--- src/rtl/serial_sub_32.sv ---
// Multi-cycle 32-bit subtractor: CHUNK bits per clock, LSB slice first,
// borrow carried between slices in a flip-flop.
module serial_sub_32 #(
    parameter int CHUNK = 4
) (
    input  logic        clk,
    input  logic        reset,
    input  logic        start,
    input  logic [31:0] a,
    input  logic [31:0] b,
    input  logic        b_in,
    output logic [31:0] diff,
    output logic        b_out,
    output logic        busy,
    output logic        done
);

    localparam int N  = 32 / CHUNK;
    localparam int CW = $clog2(N);

    typedef enum logic [1:0] {
        S_IDLE,
        S_RUN,
        S_DONE
    } state_t;

    state_t          r_state;
    state_t          w_next;

    logic [31:0]     r_a;
    logic [31:0]     r_b;
    logic [31:0]     r_res;
    logic [31:0]     r_diff;
    logic            r_bout;
    logic            r_borrow;
    logic [CW-1:0]   r_cnt;

    logic            w_accept;
    logic            w_run;
    logic            w_last;
    logic            w_bw;
    logic [CHUNK-1:0] w_d;
    logic [31:0]     w_res;

    // Ripple-borrow chain over the current low slice of the operands.
    always_comb begin
        w_d  = '0;
        w_bw = r_borrow;
        for (int i = 0; i < CHUNK; i++) begin
            w_d[i] = r_a[i] ^ r_b[i] ^ w_bw;
            w_bw   = (~r_a[i] & r_b[i]) | (~(r_a[i] ^ r_b[i]) & w_bw);
        end
    end

    assign w_res = {w_d, r_res[31:CHUNK]};
    assign w_last = (r_cnt == CW'(N - 1));

    always_ff @(posedge clk) begin
        if (reset) begin
            r_state <= S_IDLE;
        end else begin
            r_state <= w_next;
        end
    end

    always_comb begin
        w_next   = r_state;
        w_accept = 1'b0;
        w_run    = 1'b0;
        busy     = 1'b0;
        done     = 1'b0;
        unique case (r_state)
            S_IDLE: begin
                if (start) begin
                    w_accept = 1'b1;
                    w_next   = S_RUN;
                end
            end
            S_RUN: begin
                busy  = 1'b1;
                w_run = 1'b1;
                if (w_last) begin
                    w_next = S_DONE;
                end
            end
            S_DONE: begin
                done = 1'b1;
                if (start) begin
                    w_accept = 1'b1;
                    w_next   = S_RUN;
                end else begin
                    w_next = S_IDLE;
                end
            end
            default: begin
                w_next = S_IDLE;
            end
        endcase
    end

    always_ff @(posedge clk) begin
        if (reset) begin
            r_a      <= '0;
            r_b      <= '0;
            r_res    <= '0;
            r_diff   <= '0;
            r_bout   <= 1'b0;
            r_borrow <= 1'b0;
            r_cnt    <= '0;
        end else if (w_accept) begin
            r_a      <= a;
            r_b      <= b;
            r_res    <= '0;
            r_borrow <= b_in;
            r_cnt    <= '0;
        end else if (w_run) begin
            // Operands shift down so the next slice is always at bit 0.
            r_a      <= r_a >> CHUNK;
            r_b      <= r_b >> CHUNK;
            r_res    <= w_res;
            r_borrow <= w_bw;
            r_cnt    <= r_cnt + CW'(1);
            if (w_last) begin
                r_diff <= w_res;
                r_bout <= w_bw;
            end
        end
    end

    assign diff  = r_diff;
    assign b_out = r_bout;

endmodule

--- config.mk ---
export PLATFORM = sky130hd
export DESIGN_NAME = serial_sub_32
export DESIGN_NICKNAME = d
export VERILOG_FILES = /design/src/rtl/serial_sub_32.sv
export SDC_FILE = /design/constraint.sdc
export NUM_CORES = 1
export LEC_CHECK = 0
export CAP_MARGIN = 30
export CORE_MARGIN = 2
export CORE_UTILIZATION = 40
export CTS_BUF_LIST = sky130_fd_sc_hd__clkbuf_2
export DETAILED_ROUTE_END_ITERATION = 10
export SKIP_CTS_REPAIR_TIMING = 1
export SLEW_MARGIN = 20
export SYNTH_ARGS = -nofsm -noshare
export SYNTH_HDL_FRONTEND = slang
export SYNTH_SLANG_ARGS = --single-unit
--- constraint.sdc ---
create_clock -name clk -period 5.6 [get_ports clk]
set_input_delay 1.68 -clock clk [delete_from_list [all_inputs] [get_ports clk]]
set_output_delay 1.68 -clock clk [all_outputs]
set_load 0.1 [all_outputs]
==> flow_summary.json <==
{
  "post-route-min-period_ns": 4.030,
  "fillers": 1202,
  "netlist.top_cell.by_area": "dfxtp_1",
  "critPathMaxFanout": 6,
  "fin_crit_sh_pct": 71.97,
  "slew_viol_final": 0,
  "async_reset_ff_share_pct": 0,
  "antenna_left": 0,
  "powerDensity_mw_per_mm2": 312.2,
  "vias": 4413,
  "grt_start_max_net_pins": 94,
  "yosys_most_used_dff": "dfxtp_1",
  "power_leakage_nw": 2.213,
  "tns_ns": 0,
  "die_y_um": 116.0,
  "synth_common_cells": "nand2_1, dfxtp_1, a21oi_1",
  "postSynthNetCount": 682,
  "syn_area_sq_mm": 0.005017,
  "cts_htree_levels": 4,
  "cts_tree": "yes",
  "ys_seq_elements": 131,
  "syn_area_per_cell_sq_um": 8.252,
  "synth_edf_count": 0,
  "grt_pass1_vias": 3973,
  "critPathLaunchType": "flip-flop",
  "rows": 40,
  "area_growth_pct": 28.98,
  "wl_um": 11880,
  "io_pins": 103,
  "final_area_sq_mm": 0.006471,
  "cts_made_buffers": 17,
  "skew_ns": 0.03224,
  "ir_drop_uv": 147.7,
  "diodes": 0,
  "core_sq_mm": 0.01211,
  "run_status": "completed",
  "firstDrtPassIters": 5,
  "gp_congestion": 0.7818,
  "clockRootBuffer": "clkbuf_2",
  "design.die.area_sq_mm": 0.01345,
  "holdWs_ns": 0.4306,
  "fin_util_pct": 53.43,
  "io_buffers": 102,
  "clockBufferDepth": 2,
  "cts_sinks": 131,
  "yosysSeqAreaShare_pct": 52.27,
  "remaining_drc_errors": 0,
  "placed_cell_area_sq_mm": 0.006070,
  "grt_usage_pct": 17.99,
  "cap_violations": 0,
  "grt_pass1_wl_um": 19230,
  "yosysMostFrequentCell": "nand2_1",
  "via_per_inst": 5.114,
  "place_ws_ns": 2.056,
  "dpl.hpwl_um": 7557,
  "path_clk_slew_ns": 0.21,
  "hold_violations": 0,
  "crit_arrival_ns": 2.35,
  "setup_viol": 0,
  "max_freq_ghz": 0.2481,
  "path_class": "reg2out",
  "antenna_found_initial": 0,
  "endpoint_kind": "primary output",
  "num-nets-final": 757,
  "clk_latency_ns": 0.65,
  "max-slew-margin-rel_pct": 35.08,
  "synth_top_cell_area_share_pct": 52.27,
  "drive_gt1_share_pct": 6.619,
  "grt-ovfl-total": 0,
  "ys_warn_count": 0,
  "drtIter0Drc": 260,
  "yosys-top-cells-area": "dfxtp_1, nand2_1, a21oi_1, nor3_1, a311oi_1",
  "rsz0062_at_grt": "no",
  "worst_ep_required_time_ns": 3.92,
  "start_util_pct": 41.43,
  "synth_cell_types": 25,
  "die_x_um": 116.0,
  "setup_ws_ns": 1.570,
  "wire_per_inst_um": 13.77,
  "worst_pin_slew_ns": 0.9708,
  "hold_path_class": "reg2reg",
  "syn_inst": 608
}
registers in the layout, summed over array words and instances, names as in the netlist:
| register | cells |
|---|---|
| diff | 32 |
| r_a | 32 |
| r_b | 32 |
| r_res | 28 |
| r_cnt | 3 |
| r_state | 2 |
| b_out | 1 |
| r_borrow | 1 |
placed cells by master, fill, tap and decap left out:
cell / Yosys / routed
nor2_1: 32 / 32
a22oi_1: 11 / 11
o22ai_1: 22 / 22
a21oi_1: 73 / 73
nand3b_1: 1 / 1
nand3_1: 15 / 15
dfxtp_1: 131 / 131
buf_8: 0 / 1
buf_4: 4 / 7
nor2b_1: 2 / 1
fa_1: 4 / 4
inv_2: 1 / 1
mux2i_1: 4 / 4
nand2b_4: 0 / 1
bufinv_16: 0 / 7
a211oi_1: 5 / 5
nand2b_2: 0 / 1
nor2b_4: 0 / 1
a311oi_1: 25 / 25
clkinv_4: 0 / 3
ha_1: 2 / 2
clkinvlp_4: 0 / 1
inv_6: 0 / 1
and3b_1: 1 / 1
o21a_1: 1 / 1
buf_6: 0 / 1
clkdlybuf4s50_1: 0 / 100
a2111oi_2: 1 / 1
nor3_1: 45 / 45
clkinv_1: 0 / 1
nand2_1: 166 / 166
xnor2_1: 1 / 1
nand2b_1: 3 / 1
buf_16: 0 / 2
inv_1: 7 / 7
clkbuf_2: 0 / 18
critical path: stages, from the launching register on:
cell and delay [ns]:
dfxtp_1 0.43, nor2b_1 0.14, clkdlybuf4s50_1 1.14
power by group:
part           total (W)  internal (W)  switching [W]
combinational   0.000242      0.000109       0.000133
sequential       0.00100      0.000979      0.0000261
clock           0.000773      0.000429       0.000345
cell families after synthesis:
logic type / share of synthesized area [%]
fa+ha+maj: 2.095
xor+xnor: 0.1746
mux: 0.7980
compound gates: 17.23
buf+inv: 5.686
flops: 52.27
simple gates: 21.75
layer usage:
metal  global-route usage (%)  vias to the layer above  wire length (um)
met5                        0                        -                 0
met3                    5.073                       12               611
met1                    23.88                     2036              5535
met4                    5.079                        0               130
met2                    28.85                      123              5606
li1                         -                     2242                 -
per-stage QoR:
| stage | power [W] | std cells |
|---|---|---|
| after floorplan | 0.001173 | 608 |
| after global placement | 0.001254 | 828 |
| after detailed placement | 0.001259 | 830 |
| after CTS | 0.002033 | 861 |
| after global routing | 0.002111 | 863 |
| final | 0.002020 | 863 |
path summary, 6_finish.rpt:
| path | from | slack (ns) | end | cells after the start |
|---|---|---|---|---|
| worst max register to register | r_b[0] | 3.43 | diff[31] | 9 |
| worst min register to register | r_res[7] | 0.43 | diff[3] | 2 |
| worst max-delay path | r_state[0] | 1.57 | done | 2 |
| worst min-delay path | r_res[7] | 0.43 | diff[3] | 2 |
cell type report:
class                   instances  area, sq um  area share, %
well taps                     168        210.2          3.248
clock buffers                  18        90.09          1.392
clock inverters                13        256.5          3.964
repair buffers                111         1135          17.54
flip-flops and latches        131         2623          40.53
inverters                       8        30.03         0.4640
multi-input cells             414         2127          32.87
(Power assumes the default switching activity.)
